`src/rtl/cla_pkg.sv`:
```
// Shared types and the flat carry-lookahead equation used by every adder group.
package cla_pkg;

    typedef enum logic {
        OP_ADD = 1'b0,
        OP_SUB = 1'b1
    } op_e;

    // Widest group the lookahead helper can handle; narrower groups are zero-extended.
    localparam int CLA_MAXG = 16;

    // Carry into bit n of a group, written as a flat sum of generate/propagate products:
    // c[n] = cin & p[0..n-1]  |  OR_j ( g[j] & p[j+1..n-1] ),  j < n.
    function automatic logic cla_carry(
        input logic [CLA_MAXG-1:0] g,
        input logic [CLA_MAXG-1:0] p,
        input logic                cin,
        input int                  n
    );
        logic c;
        logic term;
        c = cin;
        for (int k = 0; k < CLA_MAXG; k++) begin
            if (k < n) c = c & p[k];
        end
        for (int j = 0; j < CLA_MAXG; j++) begin
            term = g[j] & (j < n);
            for (int k = j + 1; k < CLA_MAXG; k++) begin
                if (k < n) term = term & p[k];
            end
            c = c | term;
        end
        return c;
    endfunction

endpackage

```
`src/rtl/cla_group_slice.sv`:
```
// One combinational lookahead group: per-bit sums from flat carries plus group generate/propagate.
module cla_group_slice
    import cla_pkg::*;
#(
    parameter int GROUP = 4
)
(
    input  logic [GROUP-1:0] a_i,
    input  logic [GROUP-1:0] b_i,
    input  logic             cin_i,
    output logic [GROUP-1:0] sum_o,
    output logic             g_o,
    output logic             p_o
);

    logic [CLA_MAXG-1:0] g_ext;
    logic [CLA_MAXG-1:0] p_ext;

    if (GROUP < 1 || GROUP > CLA_MAXG) begin : g_chk_group
        $error("cla_group_slice: GROUP out of range");
    end

    assign g_ext = CLA_MAXG'(a_i & b_i);
    assign p_ext = CLA_MAXG'(a_i ^ b_i);

    // Group generate/propagate do not depend on cin, so the group-level chain stays acyclic.
    assign g_o = cla_carry(g_ext, p_ext, 1'b0, GROUP);
    assign p_o = &p_ext[GROUP-1:0];

    always_comb begin
        sum_o = '0;
        for (int i = 0; i < GROUP; i++) begin
            sum_o[i] = p_ext[i] ^ cla_carry(g_ext, p_ext, cin_i, i);
        end
    end

endmodule

```
`src/rtl/pipelined_cla_adder.sv`:
```
// Pipelined carry-lookahead adder/subtractor; each stage resolves GPS groups and rippling
// group carries, with a valid/ready chain that accepts a beat whenever the pipe can move.
module pipelined_cla_adder
    import cla_pkg::*;
#(
    parameter int WIDTH  = 32,
    parameter int GROUP  = 4,
    parameter int STAGES = 2,
    parameter int TAG_W  = 4
)
(
    input  logic             clk,
    input  logic             rst_n,
    input  logic             in_valid,
    output logic             in_ready,
    input  logic [WIDTH-1:0] in_a,
    input  logic [WIDTH-1:0] in_b,
    input  logic             in_cin,
    input  logic             in_op,
    input  logic [TAG_W-1:0] in_tag,
    output logic             out_valid,
    input  logic             out_ready,
    output logic [WIDTH-1:0] out_sum,
    output logic             out_cout,
    output logic             out_ovf,
    output logic [TAG_W-1:0] out_tag
);

    localparam int NG   = WIDTH / GROUP;
    localparam int GPS  = NG / STAGES;
    localparam int NFWD = (STAGES > 1) ? STAGES - 1 : 1;

    if (WIDTH % GROUP != 0) begin : g_chk_width
        $error("pipelined_cla_adder: WIDTH must be a multiple of GROUP");
    end
    if (STAGES < 1 || NG % STAGES != 0) begin : g_chk_stages
        $error("pipelined_cla_adder: WIDTH/GROUP must be a multiple of STAGES");
    end

    // Stage registers; a/b are only forwarded into stages that still have groups to resolve.
    logic [STAGES-1:0] v_q;
    logic [STAGES-1:0] c_q;
    logic [WIDTH-1:0]  s_q   [STAGES];
    logic [TAG_W-1:0]  tag_q [STAGES];
    logic [WIDTH-1:0]  a_q   [NFWD];
    logic [WIDTH-1:0]  b_q   [NFWD];
    logic              ovf_q;

    logic [STAGES-1:0] ld;
    logic [STAGES-1:0] src_v;
    logic [STAGES-1:0] src_c;
    logic [WIDTH-1:0]  src_a   [STAGES];
    logic [WIDTH-1:0]  src_b   [STAGES];
    logic [WIDTH-1:0]  src_s   [STAGES];
    logic [TAG_W-1:0]  src_tag [STAGES];
    logic [WIDTH-1:0]  s_d     [STAGES];
    logic [STAGES-1:0] c_d;
    logic              ovf_d;

    logic [GROUP-1:0]  grp_sum [NG];
    logic [NG-1:0]     grp_g;
    logic [NG-1:0]     grp_p;
    logic [NG-1:0]     grp_cin;
    logic [NG-1:0]     grp_cout;
    logic              carry_run;

    for (genvar k = 0; k < STAGES; k++) begin : g_src
        if (k == 0) begin : g_first
            assign src_v[0]   = in_valid;
            assign src_a[0]   = in_a;
            assign src_b[0]   = (op_e'(in_op) == OP_SUB) ? ~in_b : in_b;
            assign src_c[0]   = (op_e'(in_op) == OP_SUB) ? 1'b1 : in_cin;
            assign src_s[0]   = '0;
            assign src_tag[0] = in_tag;
        end else begin : g_next
            assign src_v[k]   = v_q[k-1];
            assign src_a[k]   = a_q[k-1];
            assign src_b[k]   = b_q[k-1];
            assign src_c[k]   = c_q[k-1];
            assign src_s[k]   = s_q[k-1];
            assign src_tag[k] = tag_q[k-1];
        end
    end

    for (genvar gi = 0; gi < NG; gi++) begin : g_grp
        localparam int ST = gi / GPS;
        cla_group_slice #(.GROUP(GROUP)) u_slice (
            .a_i   (src_a[ST][gi*GROUP +: GROUP]),
            .b_i   (src_b[ST][gi*GROUP +: GROUP]),
            .cin_i (grp_cin[gi]),
            .sum_o (grp_sum[gi]),
            .g_o   (grp_g[gi]),
            .p_o   (grp_p[gi])
        );
    end

    // Group carries ripple inside a stage and restart from the stage's registered carry.
    always_comb begin
        carry_run = 1'b0;
        grp_cin   = '0;
        grp_cout  = '0;
        for (int gi = 0; gi < NG; gi++) begin
            if (gi % GPS == 0) carry_run = src_c[gi / GPS];
            grp_cin[gi]  = carry_run;
            carry_run    = grp_g[gi] | (grp_p[gi] & carry_run);
            grp_cout[gi] = carry_run;
        end
    end

    always_comb begin
        for (int k = 0; k < STAGES; k++) begin
            s_d[k] = src_s[k];
            for (int j = 0; j < GPS; j++) begin
                s_d[k][(k*GPS + j)*GROUP +: GROUP] = grp_sum[k*GPS + j];
            end
            c_d[k] = grp_cout[(k+1)*GPS - 1];
        end
        // Carry into the MSB is recovered as a ^ b' ^ sum at that bit.
        ovf_d = src_a[STAGES-1][WIDTH-1] ^ src_b[STAGES-1][WIDTH-1]
              ^ s_d[STAGES-1][WIDTH-1] ^ c_d[STAGES-1];
    end

    always_comb begin
        ld = '0;
        ld[STAGES-1] = !v_q[STAGES-1] || out_ready;
        for (int k = STAGES - 2; k >= 0; k--) begin
            ld[k] = !v_q[k] || ld[k+1];
        end
    end

    always_ff @(posedge clk or negedge rst_n) begin
        if (!rst_n) begin
            v_q   <= '0;
            c_q   <= '0;
            ovf_q <= 1'b0;
            for (int k = 0; k < STAGES; k++) begin
                s_q[k]   <= '0;
                tag_q[k] <= '0;
            end
            for (int k = 0; k < NFWD; k++) begin
                a_q[k] <= '0;
                b_q[k] <= '0;
            end
        end else begin
            for (int k = 0; k < STAGES; k++) begin
                if (ld[k]) v_q[k] <= src_v[k];
                if (ld[k] && src_v[k]) begin
                    s_q[k]   <= s_d[k];
                    c_q[k]   <= c_d[k];
                    tag_q[k] <= src_tag[k];
                end
            end
            for (int k = 0; k < STAGES - 1; k++) begin
                if (ld[k] && src_v[k]) begin
                    a_q[k] <= src_a[k];
                    b_q[k] <= src_b[k];
                end
            end
            if (ld[STAGES-1] && src_v[STAGES-1]) ovf_q <= ovf_d;
        end
    end

    assign in_ready  = ld[0];
    assign out_valid = v_q[STAGES-1];
    assign out_sum   = s_q[STAGES-1];
    assign out_cout  = c_q[STAGES-1];
    assign out_ovf   = ovf_q;
    assign out_tag   = tag_q[STAGES-1];

endmodule

```
`config.mk`:
```
export PLATFORM = sky130hd
export DESIGN_NAME = pipelined_cla_adder
export DESIGN_NICKNAME = d
export VERILOG_FILES = /design/src/rtl/cla_pkg.sv /design/src/rtl/cla_group_slice.sv /design/src/rtl/pipelined_cla_adder.sv
export SDC_FILE = /design/constraint.sdc
export NUM_CORES = 1
export LEC_CHECK = 0
export ABC_AREA = 1
export CORE_AREA = 5 5 112 114
export CTS_CLUSTER_SIZE = 30
export DETAILED_ROUTE_END_ITERATION = 8
export DIE_AREA = 0 0 117 119
export HOLD_SLACK_MARGIN = 0.05
export PLACE_DENSITY = 0.75
export REMOVE_ABC_BUFFERS = 1
export SKIP_CTS_REPAIR_TIMING = 1
export SYNTH_ARGS = -nofsm -noshare
export SYNTH_HDL_FRONTEND = slang
export SYNTH_SLANG_ARGS = --single-unit
```
`constraint.sdc`:
```
create_clock -name clk -period 2.2 [get_ports clk]
set_clock_uncertainty 0.1 [all_clocks]
set_input_delay 0.33 -clock clk [delete_from_list [all_inputs] [get_ports clk]]
set_output_delay 0.33 -clock clk [all_outputs]
set_load 0.01 [all_outputs]
```
==> flow_summary.ini <==
[finish]
area_growth_pct = 51.2
layout-drive-gt1-share = 0.219
final_nets = 872
fillers = 855
multi_input_area_um2 = 2950
seqCellArea_um2 = 2330
antenna_cells = 0

[drt]
routed_via_density = 4.90
drtAntennaViolNets = 0
drt_wl_total_um = 13500
wl_per_cell_um = 15.0
drtPass1Iterations = 4
drc = 0
vias = 4399
drtIter0Drc = 248

[sta]
setup_slack_ps = -234
fin_setup_tns_ps = -885
worst_pin_slew_ps = 464
rsz0062_at_grt = yes
slew_viol_final = 0
fin_crit_ps = 2430
max_freq_mhz = 411
slew_headroom = 0.691
final_hold_viol_count = 0
finalCritPeriodShare = 1.11
setup_viol_count_final = 12

[critical_path]
r2r-start = a_q[24]
crit_start = in_op
reg2reg_to = out_sum[29]
end_kind = flip-flop
critPathLaunchType = primary input
reg2reg_slack_ps = -70
critPathKind = in -> reg
required_ps = 2320
reg2reg_depth = 9
endpoint = s_d[15]
cp_max_fo = 6
critPathArrivalTime_ps = 2550

[synth]
yosys.area_share.adder = 0.130
synth-seq-cells = 93
synthXorXnorAreaFrac = 0.0896
synth_edf_count = 0
synthDistinctLibCells = 29
synth_top_family_by_area = simple AND/OR/NAND/NOR gates
synthCells = 579
avgSynthCellArea_um2 = 8.78
synth-main-ff-cell = dfrtp_1
synth_async_sr_flop_share = 1.00
netlist_top_cells_area = dfrtp_1, nand2_1, ha_1
yosysTopAreaCell = dfrtp_1
synth_warnings = 0
synthMuxAreaShare = 0
synth-compound-area-share = 0.0829
yosys.area_share.simple = 0.189
yosysSeqAreaShare = 0.458
synth.top_cell.area_share = 0.458
netlist_area_um2 = 5080

[clock_tree]
insertion_delay_ps = 330
numCtsBuffers = 9
cts_buffer_depth = 2
clk_pin_slew_ps = 60
cts_tree = yes
cts-htree-levels = 3
cts_root_buf = clkbuf_16
clock-sinks = 93

[floorplanning]
die_h_um = 119
initial_utilization = 0.449
dieArea_um2 = 13900
pin_count = 114
rows = 39
die_w_um = 117
core_um2 = 11300

[global_routing]
grt_usage = 0.178
grt_overflow_total = 0
grt_first_pass_wirelength_um = 19900
grt_pass1_vias = 4386
antenna_found_initial = 0
grt_max_degree = 43

[min_path]
hp-start = s_d[7]
hold_class = reg -> reg

[status]
violations = negative setup slack
status = finished with violations

[flow_run]
drv_cap = 0

[power_and_ir_drop]
p_leak_uw = 0.00375
power_density_nw_per_um2 = 915
irDropWorstVdd_uv = 701

[placement]
dp_hpwl_um = 9090
portBuffers = 113
globalplace.congestion = 0.864
dp_slack_ps = -767
==> per-layer routing <==
layer	GRT usage	share of wire	up-vias	routed length (µm)
met5	0	0	-	0
met4	0.0645	0.021	0	290
met3	0.0254	0.051	23	684
met2	0.324	0.54	112	7310
met1	0.208	0.39	2095	5210
li1	-	-	2169	-
==> cell usage in the layout (no fill, tap or decap), types with 20 or more instances in the layout <==
| cell type | n |
|---|---|
| dfrtp_1 | 93 |
| nand2_2 | 20 |
| xor2_1 | 20 |
| clkdlybuf4s50_1 | 96 |
| ha_1 | 26 |
| inv_1 | 32 |
| buf_4 | 56 |
| xnor2_1 | 23 |
| nand2_1 | 193 |
| o21ai_0 | 41 |
==> power breakdown <==
part           total [µW]  switching, µW  internal [µW]
Sequential           2520            309           2210
Combinational        3000           1420           1580
Clock                1520            616            904
==> through the flow <==
stage / util / hold WS, ps / total power (µW) / instance area, µm² / instances
floorplan: - / -65.6 / 3760 / 4980 / 558
global placement: 0.594 / 194 / 5040 / 6720 / 865
detailed placement: 0.594 / 207 / 5180 / 6720 / 865
CTS: 0.620 / -154 / 6720 / 7010 / 881
global route: 0.679 / 397 / 7510 / 7690 / 898
finish: 0.679 / 368 / 7040 / 7690 / 898
==> final cells by class <==
type / count / share of cell area
Multi-Input combinational cell: 423 / 0.384
Sequential cell: 93 / 0.303
Timing Repair Buffer: 181 / 0.232
Clock buffer: 11 / 0.0316
Tap cell: 143 / 0.0233
Inverter: 42 / 0.0205
Clock inverter: 5 / 0.00651
==> how the worst min path moves through the flow <==
| stage | to | cells past startpoint |
|---|---|---|
| CTS | out_sum[14] | 1 |
| global placement | out_sum[13] | 1 |
| floorplan | a_q[16] | 0 |
| global route | out_sum[7] | 2 |
| finish | out_sum[7] | 2 |
| detailed placement | out_sum[14] | 1 |
==> critical path: stages <==
cell	delay (ps)
buf_8	100
buf_12	150
buf_8	130
xor2_2	130
ha_1	350
a21oi_4	190
nor2_1	80
a211o_1	260
inv_2	80
nand2_4	70
ha_4	160
nand2_2	60
nand2_2	60
nand2_2	100
nand2_2	60
xor2_1	140
o21ai_1	80
==> Yosys cell counts (2+ instances only) <==
master / n
a21oi_1: 16
a31oi_1: 2
buf_2: 8
buf_4: 3
clkbuf_1: 9
dfrtp_1: 93
fa_1: 8
ha_1: 40
inv_1: 40
nand2_1: 208
nand2_2: 7
nand3_1: 4
nand4_1: 3
nor2_1: 16
nor3_1: 2
o21ai_0: 57
xnor2_1: 27
xor2_1: 25
==> registers in the layout (all words and copies together), names as in the netlist <==
signal   flops
out_ovf      1
src_tag      4
out_sum     32
s_d         16
out_tag      4
v_q          2
c_q          2
a_q         16
b_q         16
==> cell families after synthesis <==
kind of cell	Yosys count
simple gates	243
flops	93
buf+inv	63
compound gates	80
xor+xnor	52
fa+ha+maj	48
Power figures use the tool's default switching activity.
